### config.mk
export PLATFORM = sky130hd
export DESIGN_NAME = trivium_key_loader
export DESIGN_NICKNAME = d
export VERILOG_FILES = /design/src/rtl/trivium_pkg.sv /design/src/rtl/trivium_byte_collector.sv /design/src/rtl/trivium_key_loader.sv
export SDC_FILE = /design/constraint.sdc
export NUM_CORES = 1
export LEC_CHECK = 0
export ABC_AREA = 1
export BUFFER_PORTS_ARGS = -buffer_cell sky130_fd_sc_hd__buf_2
export CORE_MARGIN = 4
export CORE_UTILIZATION = 30
export DETAILED_ROUTE_END_ITERATION = 10
export SKIP_CTS_REPAIR_TIMING = 1
export SLEW_MARGIN = 10
export SYNTH_ARGS = -nofsm -noshare
export SYNTH_HDL_FRONTEND = slang
export SYNTH_SLANG_ARGS = --single-unit
### constraint.sdc
create_clock -name clk -period 1.5 [get_ports clk]
set_input_delay 0.075 -clock clk [delete_from_list [all_inputs] [get_ports clk]]
set_output_delay 0.075 -clock clk [all_outputs]
set_load 0.02 [all_outputs]
### src/rtl/trivium_pkg.sv
// Shared widths, warm-up length and loader state encoding for the Trivium key/IV loader.
package trivium_pkg;

    localparam int KEY_W          = 80;
    localparam int IV_W           = 80;
    localparam int TRIVIUM_WARMUP = 1152;

    typedef enum logic [2:0] {
        IDLE       = 3'd0,
        LOAD_KEY   = 3'd1,
        LOAD_IV    = 3'd2,
        LOAD_PULSE = 3'd3,
        WARMUP     = 3'd4,
        RUN        = 3'd5
    } loader_state_t;

endpackage

### src/rtl/trivium_byte_collector.sv
// Assembles an N-byte register one byte per write, byte 0 in the least significant lane.
// done_o flags the write that fills the last byte.
module trivium_byte_collector #(
    parameter int N_BYTES = 10,
    parameter int CNT_W   = 4
) (
    input  logic                 clk_i,
    input  logic                 rst_i,
    input  logic                 clear_i,
    input  logic                 wr_en_i,
    input  logic [7:0]           data_i,
    output logic [8*N_BYTES-1:0] value_o,
    output logic                 done_o
);

    logic [CNT_W-1:0]     cnt_q, cnt_d;
    logic [8*N_BYTES-1:0] value_q, value_d;
    logic                 at_last_s;

    assign at_last_s = (cnt_q == CNT_W'(N_BYTES - 1));
    assign done_o    = wr_en_i & at_last_s;
    assign value_o   = value_q;

    // Next byte index and byte-lane write; the index holds at the last lane.
    always_comb begin
        cnt_d   = cnt_q;
        value_d = value_q;
        if (clear_i) begin
            cnt_d = {CNT_W{1'b0}};
        end else if (wr_en_i) begin
            for (int b = 0; b < N_BYTES; b++) begin
                if (cnt_q == CNT_W'(b)) begin
                    value_d[8*b +: 8] = data_i;
                end else begin
                    value_d[8*b +: 8] = value_q[8*b +: 8];
                end
            end
            if (at_last_s) begin
                cnt_d = cnt_q;
            end else begin
                cnt_d = cnt_q + CNT_W'(1);
            end
        end else begin
            cnt_d = cnt_q;
        end
    end

    // Byte index and assembled value registers.
    always_ff @(posedge clk_i) begin
        if (rst_i) begin
            cnt_q   <= {CNT_W{1'b0}};
            value_q <= {(8*N_BYTES){1'b0}};
        end else begin
            cnt_q   <= cnt_d;
            value_q <= value_d;
        end
    end

endmodule

### src/rtl/trivium_key_loader.sv
// Byte-serial key/IV loader and init sequencer for a Trivium core.
// Optional build macro TRIVIUM_LOADER_WARMUP_EN adds the WARMUP state and counter.
module trivium_key_loader
    import trivium_pkg::*;
#(
    parameter int KEY_BYTES = KEY_W / 8,
    parameter int IV_BYTES  = IV_W / 8
`ifdef TRIVIUM_LOADER_WARMUP_EN
    ,
    parameter int WARMUP_CYCLES = TRIVIUM_WARMUP
`endif
) (
    input  logic                   clk,
    input  logic                   rst,
    input  logic                   start,
    input  logic [7:0]             in_data,
    input  logic                   in_valid,
    output logic                   in_ready,
    output logic [8*KEY_BYTES-1:0] key,
    output logic [8*IV_BYTES-1:0]  iv,
    output logic                   core_load,
    output logic                   core_enable,
    output logic                   ks_valid,
    output logic                   busy
);

    localparam int MAX_BYTES  = (KEY_BYTES > IV_BYTES) ? KEY_BYTES : IV_BYTES;
    localparam int BYTE_CNT_W = (MAX_BYTES > 1) ? $clog2(MAX_BYTES) : 1;

    loader_state_t state_q, state_d;
    logic          xfer_s, clear_s, key_wr_s, iv_wr_s, key_done_s, iv_done_s;
    logic          in_ready_q, in_ready_d;
    logic          core_load_q, core_load_d;
    logic          core_enable_q, core_enable_d;
    logic          ks_valid_q, ks_valid_d;
    logic          busy_q, busy_d;

`ifdef TRIVIUM_LOADER_WARMUP_EN
    localparam int WARM_CNT_W = $clog2(WARMUP_CYCLES + 1);
    logic [WARM_CNT_W-1:0] warm_cnt_q, warm_cnt_d;
`endif

    assign xfer_s = in_valid & in_ready_q;

    trivium_byte_collector #(.N_BYTES(KEY_BYTES), .CNT_W(BYTE_CNT_W)) u_key (
        .clk_i   (clk),
        .rst_i   (rst),
        .clear_i (clear_s),
        .wr_en_i (key_wr_s),
        .data_i  (in_data),
        .value_o (key),
        .done_o  (key_done_s)
    );

    trivium_byte_collector #(.N_BYTES(IV_BYTES), .CNT_W(BYTE_CNT_W)) u_iv (
        .clk_i   (clk),
        .rst_i   (rst),
        .clear_i (clear_s),
        .wr_en_i (iv_wr_s),
        .data_i  (in_data),
        .value_o (iv),
        .done_o  (iv_done_s)
    );

    // Next-state logic; start pre-empts every state and drops any concurrent byte.
    always_comb begin
        state_d  = state_q;
        clear_s  = 1'b0;
        key_wr_s = 1'b0;
        iv_wr_s  = 1'b0;
`ifdef TRIVIUM_LOADER_WARMUP_EN
        warm_cnt_d = warm_cnt_q;
`endif
        if (start) begin
            state_d = LOAD_KEY;
            clear_s = 1'b1;
`ifdef TRIVIUM_LOADER_WARMUP_EN
            warm_cnt_d = {WARM_CNT_W{1'b0}};
`endif
        end else begin
            case (state_q)
                IDLE:     state_d = IDLE;
                LOAD_KEY: begin
                    key_wr_s = xfer_s;
                    if (key_done_s) begin
                        state_d = LOAD_IV;
                    end else begin
                        state_d = LOAD_KEY;
                    end
                end
                LOAD_IV: begin
                    iv_wr_s = xfer_s;
                    if (iv_done_s) begin
                        state_d = LOAD_PULSE;
                    end else begin
                        state_d = LOAD_IV;
                    end
                end
`ifdef TRIVIUM_LOADER_WARMUP_EN
                LOAD_PULSE: begin
                    state_d    = WARMUP;
                    warm_cnt_d = {WARM_CNT_W{1'b0}};
                end
                WARMUP: begin
                    if (warm_cnt_q < WARM_CNT_W'(WARMUP_CYCLES)) begin
                        warm_cnt_d = warm_cnt_q + WARM_CNT_W'(1);
                    end else begin
                        warm_cnt_d = warm_cnt_q;
                    end
                    if (warm_cnt_q >= WARM_CNT_W'(WARMUP_CYCLES - 1)) begin
                        state_d = RUN;
                    end else begin
                        state_d = WARMUP;
                    end
                end
`else
                LOAD_PULSE: state_d = RUN;
`endif
                RUN:      state_d = RUN;
                default:  state_d = IDLE;
            endcase
        end
    end

    // Output decode from the next state so every output comes straight off a flop.
    always_comb begin
        in_ready_d    = 1'b0;
        core_load_d   = 1'b0;
        core_enable_d = 1'b0;
        ks_valid_d    = 1'b0;
        busy_d        = 1'b1;
        case (state_d)
            IDLE:       busy_d = 1'b0;
            LOAD_KEY:   in_ready_d = 1'b1;
            LOAD_IV:    in_ready_d = 1'b1;
            LOAD_PULSE: core_load_d = 1'b1;
            WARMUP:     core_enable_d = 1'b1;
            RUN: begin
                core_enable_d = 1'b1;
                ks_valid_d    = 1'b1;
                busy_d        = 1'b0;
            end
            default:    busy_d = 1'b0;
        endcase
    end

    // State, warm-up counter and output registers.
    always_ff @(posedge clk) begin
        if (rst) begin
            state_q       <= IDLE;
            in_ready_q    <= 1'b0;
            core_load_q   <= 1'b0;
            core_enable_q <= 1'b0;
            ks_valid_q    <= 1'b0;
            busy_q        <= 1'b0;
`ifdef TRIVIUM_LOADER_WARMUP_EN
            warm_cnt_q    <= {WARM_CNT_W{1'b0}};
`endif
        end else begin
            state_q       <= state_d;
            in_ready_q    <= in_ready_d;
            core_load_q   <= core_load_d;
            core_enable_q <= core_enable_d;
            ks_valid_q    <= ks_valid_d;
            busy_q        <= busy_d;
`ifdef TRIVIUM_LOADER_WARMUP_EN
            warm_cnt_q    <= warm_cnt_d;
`endif
        end
    end

    assign in_ready    = in_ready_q;
    assign core_load   = core_load_q;
    assign core_enable = core_enable_q;
    assign ks_valid    = ks_valid_q;
    assign busy        = busy_q;

endmodule

==> metrics <==
Netlist cell types=29; Total Wirelength=20.1 mm; # rows=54; top-area cell type share of the netlist area=51.7%; largest net degree at the start of global routing=81; Vias=6073; reg2reg path depth=8; Layout area overhead=30.6%; Final Max Slew Viols=0; CTS tree=done; IO Port Bufs=176; setup TNS=0 ps; Final Core Density=40.3%; Leak=3.68 nW; CP Launch Type=register; Slew @ Worst Pin=624 ps; Worst EP required=1820 ps; RSZ-0062 raised after global routing=yes; layout cell share with drive strength beyond 1=30.0%; Clock Sinks=176; capture point of the worst reg-to-reg path=u_iv.value_o[42]; RR Startpoint=state_q[2]; die width=159 um; Starting Density=30.8%; worst-path fanout max=16; Ys Warns=0; Yosys reg bits=176; Hold Crit Start=rst; Worst Setup SP=state_q[2]; Diodes inserted=0; part of the cycle the worst path needs=94.3%; Worst VDD drop=0.000828 V; largest cells by area after synthesis=dfxtp_1 (52%), a21oi_1 (10%), o21ai_0 (7.6%), inv_1 (5.7%), nand2_1 (4.8%); WS Path Type=register to register; CTS Buf Count=17; Power Density=1070 mW/mm^2; CTS clk-pin slew, worst paths=70 ps; count of final setup violators=0; CTS H-tree depth=4; WHS Endpoint=u_key.cnt_q[3]; Hold Vio Cnt, Final=0; Hold Path Cell Cnt=4; core area=0.0221 sq mm; reg2reg setup slack=90 ps; drt wl/cell=15.3 um; io pins=177; number of global-route vias before repair=5657; crit path capture type=register; Synth Cell Area=0.00681 sq mm; Synthesized Nets=860; Seq/Total Area, Yosys=51.7%; hpwl dp=13.3 mm; Relative slew margins=58.4%; outcome=complete, no violations; Vias/cell=4.61; post-synth top area cell=dfxtp_1; CTS root buf=clkbuf_16; DRC Markers=0; TritonRoute pass-1 iters=4; initial antenna violation count=0; gpl congestion=0.814; hold crit path type=input pin to register; maximum root-to-sink buffer count=2; cell count after synthesis=840; Overflow after GRT=0; worst skew pair latency=430 ps; iteration-0 DRC count of the detailed router=398; Max Cap Viol=0; first-pass GRT wire length=31.2 mm; Max Clock Skew=8.80 ps; Final nets=1045; Synth Area per Inst=8.11 sq um; CP arrival=1730 ps; total track usage=15.8%; Routed Antenna Nets=0; Max Freq=0.707 GHz; Die Height=159 um; min cycle time layout=1410 ps; Die ar.=0.0252 sq mm
## layer usage
metal	track usage (%)	up-vias	share of wire (%)
met1	21.9	2760	48
met4	3.78	0	0.93
met3	3.75	17	6.3
met2	24.8	180	45
met5	0	-	0
li1	-	3116	-
## critical path, cell delays in order, from the launching register on
cell and delay [ps]:
dfxtp_1 320, inv_2 100, nand3_4 120, nor2_8 160, buf_12 160, nand3_2 80
buf_6 160, o21ai_0 140, a21oi_1 60
## synth_stat cells
cell type	number
and3_1	2
clkinv_1	1
nand4_4	1
ha_1	8
buf_4	4
buf_2	18
buf_6	4
nand2_2	2
clkbuf_1	26
nand4_1	1
inv_1	104
nand3_4	4
inv_2	4
nand3_1	63
nor3_1	1
nor2_4	3
o21bai_1	1
and2_1	2
nor2_8	2
a21oi_1	142
nand3_2	11
xnor2_1	1
nand2_1	88
dfxtp_1	176
nor2_1	61
buf_8	3
o21ai_1	1
o21ai_0	104
nor3_2	2
## sequential cells by signal, indices dropped and copies added, names as in the netlist
register	count
u_iv.cnt_q	4
core_enable	1
u_key.value_o	80
busy	1
in_ready	1
state_q	3
u_key.cnt_q	4
ks_valid	1
u_iv.value_o	80
core_load	1
## area by class of cell
class	instances	area (sq um)
fill	2295	13200
sequential	176	3530
multi-input combinational	501	2700
timing repair buffer	220	1310
clock buffer	19	443
inverter	109	415
tap	280	350
clock inverter	13	148
## power by group
group | internal (W) | leakage [nW] | total [W] | switching (W)
registers | 0.00468 | 1.42 | 0.00469 | 0.00000758
clock network | 0.00240 | 0.280 | 0.00448 | 0.00208
logic | 0.0000883 | 1.98 | 0.000351 | 0.000263
total | 0.00717 | 3.68 | 0.00952 | 0.00235
## how the worst max path moves through the flow
stage | depth (start not counted) | to | slack (ps)
6_report | 8 | u_iv.value_o[42] | 90
3_5_place_dp | 6 | u_iv.value_o[34] | -60
5_1_grt | 7 | u_iv.value_o[38] | -10
4_1_cts | 7 | u_iv.value_o[56] | -70
2_1_floorplan | 6 | u_key.value_o[21] | 20
3_3_place_gp | 7 | u_iv.value_o[26] | -20
## cell usage in the layout, fill, tap and decap left out, types with 5 or more instances in the layout
cell	n
buf_2	176
dfxtp_1	170
a21oi_1	139
inv_1	97
nand2_1	81
nand3_1	62
nor2_1	60
o21ai_0	55
o21ai_1	48
buf_4	32
clkbuf_16	17
nand3_4	12
inv_2	10
nand2_2	9
dfxtp_2	6
buf_12	6
ha_1	5
buf_6	5
## through the flow
stage          instance area (sq um)  setup slack [ps]  std cells  hold slack [ps]  power (W)
6_report                        8900              86.0       1318             63.7    0.00952
5_1_grt                         8900             -13.1       1318              113    0.00988
4_1_cts                         8630             -71.1       1309            -20.4    0.00963
3_5_place_dp                    8040             -64.5       1277              431    0.00513
3_3_place_gp                    8040             -21.9       1277              428    0.00513
2_1_floorplan                   6810              16.4        840              274    0.00500
## kinds of logic (layout without fill, tap and decap cells)
logic type               after synthesis  count (layout)  share of synthesized area, %
XOR/XNOR                               1               1                         0.129
AO/OA/AOI/OAI                        248             248                          18.3
buffers and inverters                164             361                          10.5
flip-flops                           176             176                          51.7
adder cells (fa/ha/maj)                8               8                          1.47
AND/OR/NAND/NOR                      243             244                          17.9
Power figures use the tool's default switching activity.
